### src/rtl/alu32_pkg.sv
// alu32_pkg: shared types and constants for the ALU32 datapath and its sequential divider.
package alu32_pkg;
   typedef enum logic [1:0] {IDLE, RUN, DONE} div_state_e;
   localparam int DIV_W = 32;
   localparam logic [DIV_W-1:0] DIV_DBZ_QUOT = '1;
endpackage

### src/rtl/div32_sub.sv
// div32_sub: W-bit ripple subtractor (a - b) as an inverted-b full-adder chain, carry-in 1.
module div32_sub #(
   parameter int W = 33
) (
   input  logic [W-1:0] a_i,
   input  logic [W-1:0] b_i,
   output logic [W-1:0] d_o,
   output logic         co_o
);
   logic [W:0] c;
   assign c[0] = 1'b1;
   for (genvar i = 0; i < W; i++) begin : g_fa
      assign d_o[i]  = a_i[i] ^ ~b_i[i] ^ c[i];
      assign c[i+1]  = (a_i[i] & ~b_i[i]) | (c[i] & (a_i[i] ^ ~b_i[i]));
   end
   assign co_o = c[W];
endmodule

### src/rtl/div32_seq.sv
// div32_seq: multi-cycle restoring divider, one quotient bit per clock on a shared subtractor.
// Signed operation (signed_op port) is built only when DIV32_SIGNED_EN is defined.
module div32_seq
   import alu32_pkg::*;
#(
   parameter int N = DIV_W
) (
   input  logic         clk,
   input  logic         rst_n,
   input  logic         start,
   input  logic [N-1:0] dividend,
   input  logic [N-1:0] divisor,
`ifdef DIV32_SIGNED_EN
   input  logic         signed_op,
`endif
   output logic         busy,
   output logic         done,
   output logic [N-1:0] quotient,
   output logic [N-1:0] remainder,
   output logic         dbz
);
   localparam int CW = $clog2(N) + 1;
   div_state_e  state_q, state_d;
   logic [CW-1:0] cnt_q, cnt_d;
   logic [N:0]  p_q, p_d, p_sh, trial, p_nx;
   logic [N-1:0] q_q, q_d, q_nx, dvs_q, dvs_d, quot_d, rem_d, mag_a, mag_b, fin_q, fin_r;
   logic        dbz_d, co, unused_p;
   assign unused_p = p_q[N];
   assign p_sh = {p_q[N-1:0], q_q[N-1]};
   div32_sub #(.W(N + 1)) u_sub (
      .a_i  (p_sh),
      .b_i  ({1'b0, dvs_q}),
      .d_o  (trial),
      .co_o (co)
   );
   assign p_nx = co ? trial : p_sh;
   assign q_nx = {q_q[N-2:0], co};
`ifdef DIV32_SIGNED_EN
   logic sa, sb, neg_q, neg_d, rneg_q, rneg_d;
   assign sa    = signed_op & dividend[N-1];
   assign sb    = signed_op & divisor[N-1];
   assign mag_a = sa ? -dividend : dividend;
   assign mag_b = sb ? -divisor : divisor;
   assign fin_q = neg_q ? -q_nx : q_nx;
   assign fin_r = rneg_q ? -p_nx[N-1:0] : p_nx[N-1:0];
   always_ff @(posedge clk or negedge rst_n)
      if (!rst_n) begin
         neg_q  <= 1'b0;
         rneg_q <= 1'b0;
      end else begin
         neg_q  <= neg_d;
         rneg_q <= rneg_d;
      end
   always_comb begin
      neg_d  = neg_q;
      rneg_d = rneg_q;
      if (state_q != RUN && start && divisor != '0) begin
         neg_d  = sa ^ sb;
         rneg_d = sa;
      end
   end
`else
   assign mag_a = dividend;
   assign mag_b = divisor;
   assign fin_q = q_nx;
   assign fin_r = p_nx[N-1:0];
`endif
   always_ff @(posedge clk or negedge rst_n)
      if (!rst_n) begin
         state_q   <= IDLE;
         cnt_q     <= '0;
         p_q       <= '0;
         q_q       <= '0;
         dvs_q     <= '0;
         quotient  <= '0;
         remainder <= '0;
         dbz       <= 1'b0;
      end else begin
         state_q   <= state_d;
         cnt_q     <= cnt_d;
         p_q       <= p_d;
         q_q       <= q_d;
         dvs_q     <= dvs_d;
         quotient  <= quot_d;
         remainder <= rem_d;
         dbz       <= dbz_d;
      end
   always_comb begin
      state_d = state_q;
      cnt_d   = cnt_q;
      p_d     = p_q;
      q_d     = q_q;
      dvs_d   = dvs_q;
      quot_d  = quotient;
      rem_d   = remainder;
      dbz_d   = dbz;
      if (state_q == RUN) begin
         p_d   = p_nx;
         q_d   = q_nx;
         cnt_d = cnt_q - CW'(1);
         if (cnt_q == CW'(1)) begin
            state_d = DONE;
            quot_d  = fin_q;
            rem_d   = fin_r;
            dbz_d   = 1'b0;
         end
      end else if (start) begin
         if (divisor == '0) begin
            state_d = DONE;
            quot_d  = N'(DIV_DBZ_QUOT);
            rem_d   = dividend;
            dbz_d   = 1'b1;
         end else begin
            state_d = RUN;
            p_d     = '0;
            q_d     = mag_a;
            dvs_d   = mag_b;
            cnt_d   = CW'(N);
         end
      end else begin
         state_d = IDLE;
      end
   end
   always_comb begin
      busy = state_q == RUN;
      done = state_q == DONE;
   end
endmodule

### config.mk
export PLATFORM = sky130hd
export DESIGN_NAME = div32_seq
export DESIGN_NICKNAME = d
export VERILOG_FILES = /design/src/rtl/alu32_pkg.sv /design/src/rtl/div32_sub.sv /design/src/rtl/div32_seq.sv
export SDC_FILE = /design/constraint.sdc
export NUM_CORES = 1
export LEC_CHECK = 0
export ABC_CLOCK_PERIOD_IN_PS = 34700
export BUFFER_PORTS_ARGS = -buffer_cell sky130_fd_sc_hd__buf_4
export CAP_MARGIN = 30
export CORE_AREA = 4 4 129 131
export DETAILED_ROUTE_END_ITERATION = 8
export DIE_AREA = 0 0 133 135
export GPL_ROUTABILITY_DRIVEN = 0
export PLACE_DENSITY = 0.78
export SLEW_MARGIN = 20
export SYNTH_ARGS = -nofsm -noshare
export SYNTH_HDL_FRONTEND = slang
export SYNTH_SLANG_ARGS = --single-unit
### constraint.sdc
create_clock -name clk -period 34.7 [get_ports clk]
set_input_delay 3.47 -clock clk [delete_from_list [all_inputs] [get_ports clk]]
set_output_delay 3.47 -clock clk [all_outputs]
set_load 0.02 [all_outputs]
* Word level (Yosys, flattened, before mapping) *
Cells that the tools add are included.
Widths: inputs -> output; s select.

storage, ports and cells
  register bits = 169

operators by class
  $add $sub $neg = 1
  eq/ne operators = 5
  muxes and demuxes = 26
  bitwise operators = 196
  reductions and logical operators = 6

operator list
  cell                 count
  $mux 32              15
  $and 1x1->1          64
  $xor 1x1->1          63
  $not 1->1            36
  $or 1x1->1           33
  $logic_not 32->1     1
  $mux 6               3
  $mux 2               4
  $eq 6x1->1 const B   1
  $reduce_and 3->1     2
  $sub 6x1->6 const B  1
  $mux 1               4
  $reduce_bool 2->1    2
  $eq 2x1->1 const B   1
  $eq 2x2->1 const B   1
  $ne 2x1->1 const B   1
  $ne 2x2->1 const B   1
  $reduce_and 2->1     1

* Logic depth before layout (Yosys ltp) *
  depth in word-level cells = 70
  mapped depth = 43

* Modules after synthesis *
Synthesis repeated with hierarchy kept, for this count alone.

unflattened totals
  cells, all modules = 939
  area, all modules = 9301.4 µm²

modules (own cells, without submodules)
  module     instances  cells each  area each (µm²)
  div32_seq  1          839         8396.8
  div32_sub  1          100         904.6

* Least setup slack after synthesis *
Ideal clock, no wire load.

  path type = register to register
  start point = reg q_q[31]
  end point = reg remainder[26]
  library setup time = 0.127 ns
  data arrival time = 13.311 ns
  required time = 34.573 ns
  path slack = 21.261 ns
  cell stages (with the launch flop) = 44
  period minus slack after synthesis = 13.439 ns
  cell sequence = dfrtp_1 > inv_1 > ha_1 > inv_1 > fa_1 > fa_1 > fa_1 > fa_1 > fa_1 > fa_1 > fa_1 > fa_1 > fa_1 > fa_1 > fa_1 > fa_1 > fa_1 > fa_1 > [... 8 more ...] > fa_1 > fa_1 > fa_1 > fa_1 > fa_1 > fa_1 > inv_1 > fa_1 > inv_1 > fa_1 > inv_1 > fa_1 > nor2b_1 > buf_2 > buf_2 > mux2i_1 > a21oi_1 > mux2_1

between the ends
  word-level cells in the longest chain between the ends = 69

ends and longest elaborated chain
  item                                        RTL line          source
  start, declared                             div32_seq.sv:26   logic [N-1:0] q_q, q_d, q_nx, dvs_q, dvs_d, quot_d, rem_d, mag_a, mag_b, fin_q, fin_r;
  start signal, assigned                      div32_seq.sv:82   q_q <= q_d;
  $and 1x1->1 or $xor 1x1->1 (tied branches)  div32_sub.sv:14   assign c[i+1] = (a_i[i] & ~b_i[i]) | (c[i] & (a_i[i] ^ ~b_i[i]));
  $or 1x1->1 (*)                              div32_sub.sv:14
  $and 1x1->1 (*)                             div32_sub.sv:14
  $or 1x1->1 (*)                              div32_sub.sv:14
  $and 1x1->1 (*)                             div32_sub.sv:14
  $or 1x1->1 (*)                              div32_sub.sv:14
  $and 1x1->1 (*)                             div32_sub.sv:14
  $or 1x1->1 (*)                              div32_sub.sv:14
  [... 53 more ...]                           n/a
  $or 1x1->1                                  div32_sub.sv:14
  $and 1x1->1                                 div32_sub.sv:14
  $or 1x1->1                                  div32_sub.sv:14
  $and 1x1->1                                 div32_sub.sv:14
  $or 1x1->1                                  div32_sub.sv:14
  $mux 32 (*)                                 div32_seq.sv:36   assign p_nx = co ? trial : p_sh;
  $mux 32 (*)                                 div32_seq.sv:101  if (cnt_q == CW'(1)) begin
  $mux 32 (*)                                 div32_seq.sv:97   if (state_q == RUN) begin
  end signal, assigned                        div32_seq.sv:85   remainder <= rem_d;
  end, declared                               div32_seq.sv:19   output logic [N-1:0] remainder,

Every way passes the cells marked *; elsewhere a longest branch is shown, timed or not. The select of a mux whose other input is x is not followed.
A chain may end at the register's enable or synchronous reset.

* Worst setup path in the final report *
  start point = reg q_q[31]
  end point = reg remainder[4]

between the ends
  word-level cells in the longest chain between the ends = 69

ends and longest elaborated chain
  item                                        RTL line
  $and 1x1->1 or $xor 1x1->1 (tied branches)  div32_sub.sv:14
  $or 1x1->1 (*)                              div32_sub.sv:14
  $and 1x1->1 (*)                             div32_sub.sv:14
  $or 1x1->1 (*)                              div32_sub.sv:14
  $and 1x1->1 (*)                             div32_sub.sv:14
  $or 1x1->1 (*)                              div32_sub.sv:14
  $and 1x1->1 (*)                             div32_sub.sv:14
  $or 1x1->1 (*)                              div32_sub.sv:14
  [... 53 more ...]                           n/a
  $or 1x1->1                                  div32_sub.sv:14
  $and 1x1->1                                 div32_sub.sv:14
  $or 1x1->1                                  div32_sub.sv:14
  $and 1x1->1                                 div32_sub.sv:14
  $or 1x1->1                                  div32_sub.sv:14
  $mux 32 (*)                                 div32_seq.sv:36
  $mux 32 (*)                                 div32_seq.sv:101
  $mux 32 (*)                                 div32_seq.sv:97

Marked as above.

==> impl_metrics.toml <==
[run_status]
result_of_the_run = "finished clean"

[logic_synthesis]
syn_inst = 734
ys_seq_area_frac = 0.5071
synthesis.area_sq_um = 8339
synth_largest_area_cell = "dfrtp_1"
mappedNetlistNets = 835
yosys_register_bits = 169
avgSynthCellArea_sq_um = 11.36
synth_top_area_frac = 0.5071
leading_cell_types_by_total_area_after_synthesis = "dfrtp_1, fa_1, mux2_2, nand2_1, mux2i_1"
yosys_warnings = 0
netlist-cell-type-count = 42

[die]
initial_core_utilization = 0.5347
die_y_microns = 135
floorplan.rows = 46
i_o_pin_count = 134
design.die.area_sq_um = 17960
coreArea_sq_um = 15600
chipWidth_microns = 133

[power]
power.total_uw = 1154
switching_power_uw = 463.6
power_switching_share = 0.4017
clockPowerShare = 0.163
share_of_power_burned_in_registers = 0.331
combinationalPowerShare = 0.506
power_report.internal_total_uw = 690.5
leakagePower_uw = 0.004334
power-per-cell-area_nw_per_um2 = 114.5
max-vdd-ir-drop_mv = 0.05614

[grt]
grt_antenna_before_repair = 0
wire_length_of_the_first_global_routing_pass_microns = 33000
pin_count_of_the_biggest_net_entering_global_routing = 111
first_global_vias = 6059
grtUsageTotal = 0.2322
grt.overflow.total = 0

[clock_network]
cts_max_level = 4
clk_path_buf_depth = 2
cts_tree = "done"
cts.reportedPaths.clkPinSlew_ns = 0.06
clk-insertion-delay-late_ns = 0.42
tritoncts_buffer_count = 17
cell_chosen_for_the_clock_root = "clkbuf_16"
post_cts.resized_instances = 0
cts-hold-fix-buffers = 0
cts.sink_count = 169
post_cts_buffers = 0

[setup_path]
critPathMaxFanout = 20
critPathRequiredTime_ns = 35.01
critPathLaunch = "q_q[31]$_DFFE_PN0P_"
worst_setup_start_kind = "flip-flop"
critical_path.endpoint_type = "flip-flop"
critPathSlowestCell = "fa_1"
rr_worst_depth = 42
critPathCapture = "remainder[4]$_DFFE_PN0P_"
critical_path_class = "reg2reg"
timing.critical_path.mode_cell = "fa_1"
reg_to_reg_slack_setup_ns = 20.55
timing.critical_path.arrival_ns = 14.46
r2r-end = "remainder[4]$_DFFE_PN0P_"
cp_slowest_stage_delay_ns = 0.43
reg2reg_from = "q_q[31]$_DFFE_PN0P_"

[placement]
dp_hpwl_microns = 13910
place.port_buffers = 133
post_place_cells = 1034

[sta]
slew-limit-headroom = 0.3460
timing_hold_violations_final = 0
fin_setup_tns_ns = 0
finalMaxSlewViolations = 0
fmax_mhz = 70.68
grt_setup_unrepaired = "no"
tightestPinTransition_ns = 0.9810
worst_clock_skew_on_the_final_layout_ns = 0.006652
final_period_minus_worst_setup_slack_ns = 14.15
period_share = 0.4077
final-setup-viol-count = 0

[layout]
post_layout_nonfiller_instances = 1068
layout_commonest_cell = "dfrtp_1"
most_frequent_cells_in_the_layout = "dfrtp_1, buf_4, nand2_1"
nets = 940
n_fill_cell = 1214
post_route_cells_drive_above_1_share = 0.2746
antenna_cells = 0
areaGrowthSynthToFinish_pct = 20.86

[detailed_routing]
drt-vias-per-instance = 5.789
router_iterations_before_antenna_repair = 7
drc = 0
wirelength_microns = 20430
drtAntennaViolNets = 0
vias = 6183
drt_iter0_drc = 559
route.detailed.wl_per_inst_microns = 19.13

[worst_hold_path]
worstHoldPathType = "reg2reg"
hold_start = "quotient[24]$_DFFE_PN0P_"

[flow_run]
cap_viol_max_count = 0
-- power groups by stage --
stage | Clock [uW] | Combinational (uW) | Sequential (uW)
floorplan | 0 | 368 | 409
global placement | 0 | 550 | 381
detailed placement | 0 | 580 | 384
CTS | 189 | 585 | 381
global route | 198 | 649 | 396
finish | 188 | 584 | 382
-- kinds of logic (layout without fill, tap and decap cells) --
family                     after synthesis  in the layout  share of synthesized area
xor gates and xnor gates                 1              1                   0.001050
and+or+nand+nor                        165            165                    0.08642
AOI/OAI and AO/OA                      172            172                     0.1521
adders and majority gates               34             34                    0.07892
muxes                                   93             93                     0.1212
buffers and inverters                  100            218                    0.05311
DFF                                    169            169                     0.5071
-- Yosys cell counts --
library cell	instances
inv_1	39
o21bai_1	1
buf_6	1
o21a_1	2
clkbuf_1	40
o22ai_1	31
o22a_1	32
a311oi_1	1
fa_1	31
buf_4	8
mux2i_1	29
xor2_1	1
a21oi_1	31
nor4_1	4
and2_1	4
mux2_1	17
nor3b_1	1
nand4b_1	1
o311ai_1	1
o221ai_1	1
o31ai_1	4
a22oi_1	1
o211ai_1	30
ha_1	3
dfrtp_1	169
mux2_2	47
o32ai_1	2
nor2_1	36
clkinv_1	1
o2111ai_1	31
nand2_1	105
o31ai_4	1
buf_8	2
nor4_2	4
o21ai_0	2
buf_1	3
a21o_1	1
nand2b_1	2
and3_1	2
nor2b_1	4
nand4_2	2
buf_2	6
-- flip-flops by register name (all words and copies together) (netlist names) --
signal	cells
dvs_q	32
p_q	32
q_q	32
quotient	32
remainder	32
cnt_q	6
state_q	2
dbz	1
-- per-stage QoR --
step | utilization | worst slack (ns) | hold WS, ns | area [sq um]
3_5_place_dp | 0.6061 | 20.70 | 0.4793 | 9454
4_1_cts | 0.6436 | 20.59 | 0.4930 | 10040
3_3_place_gp | 0.6036 | 20.54 | 0.4711 | 9414
2_1_floorplan | - | 21.26 | 0.4786 | 8339
5_1_grt | 0.6462 | 20.05 | 0.5047 | 10080
6_report | 0.6462 | 20.55 | 0.4873 | 10080
-- critical path: cells and delay by family, from the launching register on --
kind                     cells  cell delay [ns]
adder cells (fa/ha/maj)     32            11.92
multiplexers                 2             0.62
buffers and inverters        6             0.58
AND/OR/NAND/NOR              1             0.42
flip-flops                   1             0.38
AO/OA/AOI/OAI                1             0.11
-- final cells by class --
type	count	area [sq um]	area share
inverter	40	150.1	0.01490
clock inverter	8	92.59	0.009187
timing repair buffer	146	1150	0.1141
tap	216	270.3	0.02682
multi-input combinational	465	3695	0.3666
clock buffer	24	491.7	0.04879
sequential	169	4229	0.4196
-- worst min path at each step --
stage / slack [ns] / to / cells past startpoint
2_1_floorplan: 0.48 / q_q[31]$_DFFE_PN0P_ / 2
3_3_place_gp: 0.47 / remainder[14]$_DFFE_PN0P_ / 1
3_5_place_dp: 0.48 / quotient[19]$_DFFE_PN0P_ / 1
4_1_cts: 0.49 / quotient[17]$_DFFE_PN0P_ / 1
5_1_grt: 0.50 / quotient[19]$_DFFE_PN0P_ / 1
6_report: 0.49 / quotient[24]$_DFFE_PN0P_ / 1
-- routing by layer --
metal / wire [microns] / track usage / vias up
li1: - / - / 2832
met5: 0 / 0 / -
met2: 9575 / 0.3490 / 225
met3: 1141 / 0.04136 / 36
met4: 490 / 0.08545 / 0
met1: 9221 / 0.3415 / 3090
No activity file was read; power rests on OpenSTA's default activity.
